[src/rtl/game_status.sv]
// rtl/game_status.sv - game state FSM with two-stage frame collision/score pipeline
`timescale 1ns/1ps

module game_status #(
    parameter int V_TOT       = 525,
    parameter int GROUND_POS  = 435,
    parameter int SKY_POS     = 0,
    parameter int B_WIDTH     = 16,
    parameter int BIRD_X      = 100,
    parameter int PIPE_W      = 40,
    parameter int GAP_H       = 120,
    parameter int DEAD_FRAMES = 120,
    parameter int SCORE_W     = 8,
    localparam int PW         = $clog2(V_TOT)
) (
    input  logic               iClk,
    input  logic               iRst,
    input  logic               iFrameTick,
    input  logic               iBtnStart,
    input  logic [PW-1:0]      iBirdPos,
    input  logic [PW-1:0]      iPipeX,
    input  logic [PW-1:0]      iGapTop,
    output logic               oBirdMove,
    output logic               oBirdDead,
    output logic [SCORE_W-1:0] oScore,
    output logic [1:0]         oState
);

    localparam int EW = PW + 1;
    localparam int CW = $clog2(DEAD_FRAMES + 1);

    localparam logic [EW-1:0]      C_SKY      = EW'(SKY_POS);
    localparam logic [EW-1:0]      C_GND      = EW'(GROUND_POS);
    localparam logic [EW-1:0]      C_BIRD_L   = EW'(BIRD_X);
    localparam logic [EW-1:0]      C_BIRD_R   = EW'(BIRD_X + B_WIDTH - 1);
    localparam logic [EW-1:0]      C_BW_M1    = EW'(B_WIDTH - 1);
    localparam logic [EW-1:0]      C_PW_M1    = EW'(PIPE_W - 1);
    localparam logic [EW-1:0]      C_GAP_M1   = EW'(GAP_H - 1);
    localparam logic [CW-1:0]      C_DEAD_MAX = CW'(DEAD_FRAMES);
    localparam logic [SCORE_W-1:0] C_SCORE_MAX = '1;

    typedef enum logic [1:0] {
        S_IDLE = 2'b00,
        S_RUN  = 2'b01,
        S_DEAD = 2'b10
    } state_t;

    state_t             r_state;
    state_t             w_state_nxt;
    logic               r_btn_prev;
    logic               r_tick_d;
    logic               r_hit_sky;
    logic               r_hit_gnd;
    logic               r_overlap_x;
    logic               r_out_gap;
    logic               r_pass;
    logic               r_new_pipe;
    logic               r_passed;
    logic [CW-1:0]      r_dead_cnt;

    logic               w_start;
    logic               w_collision;
    logic               w_passed_nxt;
    logic [CW-1:0]      w_cnt_nxt;
    logic [SCORE_W-1:0] w_score_nxt;
    logic               w_move_nxt;
    logic               w_dead_nxt;

    // One extra bit keeps the bottom/right edge sums from wrapping.
    logic [EW-1:0] w_bird_top, w_bird_bot, w_pipe_l, w_pipe_r, w_gap_top, w_gap_bot;

    assign w_bird_top = {1'b0, iBirdPos};
    assign w_bird_bot = w_bird_top + C_BW_M1;
    assign w_pipe_l   = {1'b0, iPipeX};
    assign w_pipe_r   = w_pipe_l + C_PW_M1;
    assign w_gap_top  = {1'b0, iGapTop};
    assign w_gap_bot  = w_gap_top + C_GAP_M1;

    assign w_start     = iBtnStart & ~r_btn_prev;
    assign w_collision = r_hit_sky | r_hit_gnd | (r_overlap_x & r_out_gap);
    assign oState      = r_state;

    always_ff @(posedge iClk or negedge iRst) begin
        if (!iRst) begin
            r_btn_prev  <= 1'b0;
            r_tick_d    <= 1'b0;
            r_hit_sky   <= 1'b0;
            r_hit_gnd   <= 1'b0;
            r_overlap_x <= 1'b0;
            r_out_gap   <= 1'b0;
            r_pass      <= 1'b0;
            r_new_pipe  <= 1'b0;
        end else begin
            r_btn_prev <= iBtnStart;
            r_tick_d   <= iFrameTick;
            if (iFrameTick) begin
                r_hit_sky   <= (w_bird_top <= C_SKY);
                r_hit_gnd   <= (w_bird_bot >= C_GND);
                r_overlap_x <= (w_pipe_l <= C_BIRD_R) && (w_pipe_r >= C_BIRD_L);
                r_out_gap   <= (w_bird_top < w_gap_top) || (w_bird_bot > w_gap_bot);
                r_pass      <= (w_pipe_r < C_BIRD_L);
                r_new_pipe  <= (w_pipe_l > C_BIRD_R);
            end
        end
    end

    always_comb begin
        w_state_nxt  = r_state;
        w_score_nxt  = oScore;
        w_passed_nxt = r_passed;
        w_cnt_nxt    = r_dead_cnt;
        w_move_nxt   = 1'b0;
        w_dead_nxt   = 1'b0;

        if (r_tick_d && r_new_pipe) begin
            w_passed_nxt = 1'b0;
        end

        case (r_state)
            S_IDLE: begin
                if (w_start) begin
                    w_state_nxt = S_RUN;
                    w_score_nxt = '0;
                end
            end
            S_RUN: begin
                // Collision outranks a pass seen on the same frame.
                if (r_tick_d) begin
                    if (w_collision) begin
                        w_state_nxt = S_DEAD;
                        w_cnt_nxt   = '0;
                    end else if (r_pass && !r_passed) begin
                        w_passed_nxt = 1'b1;
                        if (oScore != C_SCORE_MAX) begin
                            w_score_nxt = oScore + 1'b1;
                        end
                    end
                end
            end
            S_DEAD: begin
                if (iFrameTick && (r_dead_cnt != C_DEAD_MAX)) begin
                    w_cnt_nxt = r_dead_cnt + 1'b1;
                end
                if (w_start && (r_dead_cnt == C_DEAD_MAX)) begin
                    w_state_nxt = S_IDLE;
                end
            end
            default: begin
                w_state_nxt = S_IDLE;
            end
        endcase

        case (w_state_nxt)
            S_RUN:   w_move_nxt = 1'b1;
            S_DEAD:  w_dead_nxt = 1'b1;
            default: ;
        endcase
    end

    always_ff @(posedge iClk or negedge iRst) begin
        if (!iRst) begin
            r_state    <= S_IDLE;
            oScore     <= '0;
            r_passed   <= 1'b0;
            r_dead_cnt <= '0;
            oBirdMove  <= 1'b0;
            oBirdDead  <= 1'b0;
        end else begin
            r_state    <= w_state_nxt;
            oScore     <= w_score_nxt;
            r_passed   <= w_passed_nxt;
            r_dead_cnt <= w_cnt_nxt;
            oBirdMove  <= w_move_nxt;
            oBirdDead  <= w_dead_nxt;
        end
    end

endmodule

[config.mk]
export PLATFORM = sky130hd
export DESIGN_NAME = game_status
export DESIGN_NICKNAME = d
export VERILOG_FILES = /design/src/rtl/game_status.sv
export SDC_FILE = /design/constraint.sdc
export NUM_CORES = 1
export LEC_CHECK = 0
export ABC_AREA = 1
export BUFFER_PORTS_ARGS = -buffer_cell sky130_fd_sc_hd__buf_2
export CAP_MARGIN = 10
export CORE_MARGIN = 5
export CORE_UTILIZATION = 33
export CTS_CLUSTER_SIZE = 10
export DETAILED_ROUTE_END_ITERATION = 8
export SLEW_MARGIN = 10
export SYNTH_ARGS = -nofsm -noshare
export SYNTH_HDL_FRONTEND = slang
export SYNTH_SLANG_ARGS = --single-unit
[constraint.sdc]
create_clock -name iClk -period 2.7 [get_ports iClk]
set_input_delay 0.54 -clock iClk [delete_from_list [all_inputs] [get_ports iClk]]
set_output_delay 0.54 -clock iClk [all_outputs]
set_load 0.1 [all_outputs]
Word-level counts from Yosys, hierarchy flattened --
Cells that the tools add are included.
Cells by class: magnitude comparators 8, reduce and logical (&&, ||, !) cells 12, bitwise operators 5, eq/ne operators 14, add/sub/neg operators 5, muxes and demuxes 22
Operators with widths (count):
- 2-to-1 mux 8 bit | 5
- 2-to-1 mux 7 bit | 3
- one-hot mux 8 bit (2 select lines) | 1
- inequality test 2 bit (second input constant) | 7
- one-hot mux 7 bit (2 select lines) | 1
- adder 10 x 4 -> 11 bit (second input constant) | 1
- adder 10 x 6 -> 11 bit (second input constant) | 1
- adder 10 x 7 -> 11 bit (second input constant) | 1
- >= comparator 11 x 7 -> 1 bit (second input constant) | 1
- >= comparator 11 x 9 -> 1 bit (second input constant) | 1
- > comparator 11 bit | 1
- < comparator 11 x 7 -> 1 bit (second input constant) | 1
- > comparator 10 x 7 -> 1 bit (second input constant) | 1
- <= comparator 10 x 1 -> 1 bit (second input constant) | 1
- <= comparator 10 x 7 -> 1 bit (second input constant) | 1
- < comparator 10 bit | 1
- adder 8 x 1 -> 8 bit (second input constant) | 1
- 2-to-1 mux 2 bit | 4
- inequality test 8 bit (second input constant) | 1
- adder 7 x 1 -> 7 bit (second input constant) | 1
- equality test 7 bit (second input constant) | 1
- 2-to-1 mux 1 bit | 7
- inequality test 7 bit (second input constant) | 1
- one-hot mux 2 bit (3 select lines) | 1
- 12 further kinds | 21
Word-level totals: input port bits 34, bits in registers 28

Depth between registers and ports, before layout --
depth after elaboration 7, depth in mapped cells 20

Least setup slack after synthesis --
No wires, ideal clock.
path kind input-to-reg, start input iBirdPos[0], end register r_out_gap, slack 360 ps, stages 16, data required time 2584 ps, data arrival time 2224 ps, path through inv_1 > ha_1 > a21oi_2 > nand3_1 > xor2_1 > inv_1 > ha_1 > nand2_1 > inv_1 > nand2_1 > nor3_1 > nand3_1 > nand2_1 > nand2_1 > nand2_1 > nand2_1
Between the ends: word-level cells in the longest chain between the ends 3, elaborated cells on any way between the ends 4
Ends and longest elaborated chain:
- from (decl) | line 20 | input logic [PW-1:0] iBirdPos,
- adder 10 x 4 -> 11 bit | line 73 | assign w_bird_bot = w_bird_top + C_BW_M1;
- > comparator 11 bit | line 100 | r_out_gap <= (w_bird_top < w_gap_top) || (w_bird_bot > w_gap_bot);
- logical OR 1 bit (*) | line 100
- to (signal assigned) | line 100
- to (decl) | line 55 | logic r_out_gap;
Mark *: on every way between the ends. The rest lies on a longest branch, timed or not. A chain may end at the register's enable or synchronous reset.

Worst setup path after layout --
start input iBirdPos[1], end register r_out_gap
The elaborated chain is that of the path after synthesis.

==> flow_metrics.env <==
export IMPL_synth_area_mux_share_pct=0
export IMPL_setup_tns_final_ps=0
export IMPL_cp_slowest_cell="ha_1"
export IMPL_io_pin_count=46
export IMPL_core_region_area_um2=7140
export IMPL_cts_tree="done"
export IMPL_maxSlewViolCount=0
export IMPL_hold_buffers=0
export IMPL_area_growth_syn_to_layout_pct=16.9
export IMPL_top_register="oScore"
export IMPL_synth_most_common_cell="nand2_1"
export IMPL_die_h_um=95.1
export IMPL_finalSetupViolCount=0
export IMPL_crit_path_frequent_cell="nand2_1"
export IMPL_grt_use_total_pct=11.9
export IMPL_critPathTopFamily="simple AND/OR/NAND/NOR gates"
export IMPL_cts_buffers=3
export IMPL_min_path_type="in2async"
export IMPL_synth_nets=369
export IMPL_cp_cell_sequence="buf_2 > inv_1 > ha_1 > a21oi_2 > nand3_1 > xor2_1 > inv_1 > ha_1 > nand2_1 > inv_1 > nand2_1 > nor3_1 > nand3_1 > nand2_1 > nand2_1 > nand2_1 > nand2_1"
export IMPL_start_util_pct=33.5
export IMPL_fmax_mhz=439
export IMPL_worst_setup_path_start_kind="primary input"
export IMPL_n_fill_cell=772
export IMPL_critical_path_buf_inv_count=4
export IMPL_fin_nets=419
export IMPL_die_x_um=95.1
export IMPL_cts_resized=0
export IMPL_synth_area_per_cell_um2=7.71
export IMPL_wl_per_cell_um=10.9
export IMPL_insertion_delay_ps=270
export IMPL_hold_viol_final=0
export IMPL_skew_ps=2.99
export IMPL_async_flop_share_pct=100
export IMPL_drtIter0Drc=63
export IMPL_rows=31
export IMPL_path_max_fanout=5
export IMPL_synth_compound_area_share_pct=12.2
export IMPL_vias=2118
export IMPL_synth_area_leader_cell="dfrtp_1"
export IMPL_layout_setup_ws_ps=421
export IMPL_run_status="finished, final reports clean"
export IMPL_clock_path_buffers=2
export IMPL_final_util_pct=39.2
export IMPL_portBuffers=45
export IMPL_layout_drive_gt1_share_pct=23.4
export IMPL_postCtsSetupRepairBufs=0
export IMPL_routed_wl_um=5010
export IMPL_synth_edff_count=0
export IMPL_grt_pass1_vias=2083
export IMPL_syn_inst=310
export IMPL_slew_headroom_pct=59.4
export IMPL_syn_area_um2=2390
export IMPL_cp_arrival_ps=2450
export IMPL_rsz0062_at_grt="no"
export IMPL_yosysUniqueCellTypes=38
export IMPL_worstSetupPathType="in2reg"
export IMPL_grt_start_max_net_pins=29
export IMPL_critPathRequiredTime_ps=2870
export IMPL_synth_top_cell_area_share_pct=29.3
export IMPL_tightest_slew_ps=609
export IMPL_dr_pass1_iters=4
export IMPL_synth_simple_area_share_pct=31.3
export IMPL_critPathMaxStageDelay_ps=290
export IMPL_placed_area_um2=2740
export IMPL_die_area_um2=9050
export IMPL_ys_ff_latch=28
export IMPL_ys_flop_type="dfrtp_1"
export IMPL_htree_levels=1
export IMPL_gp_routability_congestion=0.815
export IMPL_power_leakage_nw=1.49
export IMPL_max_cap_viol_count=0
export IMPL_vias_per_cell=4.62
export IMPL_clk_pin_slew_ps=90
export IMPL_ctsRootBufferMaster="clkbuf_8"
export IMPL_vdd_drop_max_mv=0.240
export IMPL_min_period_ps=2280
export IMPL_netlist_top_cells_area="dfrtp_1 (29%), ha_1 (13%), nand2_1 (9.4%), inv_1 (7.8%), xor2_1 (4.8%)"
export IMPL_fin_area_um2=2800
export IMPL_synthAdderAreaFrac_pct=13.1
export IMPL_n_antenna_cell=0
export IMPL_fin_crit_sh_pct=84.4
export IMPL_power_density_nw_per_um2=577
export IMPL_synth_top_family_by_area="simple AND/OR/NAND/NOR gates"
export IMPL_ys_top_cells_by_count="nand2_1 (60), inv_1 (50), dfrtp_1 (28), ha_1 (25), nand3_1 (21)"
export IMPL_grt_first_pass_wirelength_um=8890
export IMPL_pre_cts_slack_ps=137
export IMPL_antenna_found_initial=0
export IMPL_ys_warn_count=0
export IMPL_drcViolationCount=0
export IMPL_crit_path_end_kind="register"
export IMPL_cts_sinks=28
export IMPL_synth_xor_area_share_pct=5.13
export IMPL_ys_seq_area_share_pct=29.3
export IMPL_dp_hpwl_um=4260
export IMPL_detail_route_antenna_nets=0
export IMPL_largest_register_ffs=8
export IMPL_globalRoute_totalOverflow=0
-- through the flow --
step | power, mW | hold WS (ps) | instances
after CTS | 1.64 | 295 | 458
final | 1.61 | 267 | 458
after global placement | 1.36 | 471 | 454
after floorplan | 1.20 | 244 | 310
after global routing | 1.74 | 314 | 458
after detailed placement | 1.37 | 477 | 454
-- layer usage --
| metal | track usage, % | part of all wire [%] |
|---|---|---|
| met1 | 15.9 | 48 |
| met2 | 20.7 | 46 |
| met3 | 1.26 | 4.8 |
| met4 | 2.40 | 0.62 |
| met5 | 0 | 0 |
-- power by group --
part	switching (mW)	internal, mW	leakage [nW]	total, mW
Sequential	0.0707	0.486	0.369	0.557
Combinational	0.605	0.194	1.09	0.799
Clock	0.125	0.130	0.0288	0.256
-- worst paths after layout --
kind,start,endpoint,slack [ps],cells after the start
setup / recovery,iBirdPos[1],r_out_gap,420,17
hold / removal,iRst,oScore[6],270,1
setup reg to reg,oState[1],r_dead_cnt[6],990,10
hold reg to reg,r_new_pipe,r_new_pipe,490,2
max in group asynchronous,iRst,r_dead_cnt[4],2040,1
min in group iClk,iBtnStart,r_btn_prev,380,1
-- area by class of cell --
cell class / count / area (µm²) / area share, %
Timing Repair Buffer: 46 / 233 / 8.33
Inverter: 55 / 206 / 7.39
Tap cell: 99 / 124 / 4.43
Sequential cell: 28 / 701 / 25.1
Multi-Input combinational cell: 226 / 1480 / 52.8
Clock buffer: 4 / 55.1 / 1.97
-- cell usage in the layout (no fill, tap or decap), drive strengths merged, types with 9 or more instances in the layout --
master  netlist  final
nor2         29     29
inv          55     55
xor2         13     13
nand2        70     70
dfrtp        28     28
a21oi        16     16
nor3          9      9
ha           25     25
o21ai        11     11
buf           1     46
nand3        26     26
-- kinds of logic (layout without fill, tap and decap cells) --
| logic type | Yosys count | after routing |
|---|---|---|
| flops | 28 | 28 |
| compound gates | 45 | 45 |
| simple gates | 142 | 142 |
| buf+inv | 56 | 105 |
| fa+ha+maj | 25 | 25 |
| xor+xnor | 14 | 14 |
No activity file was read; power rests on OpenSTA's default activity.
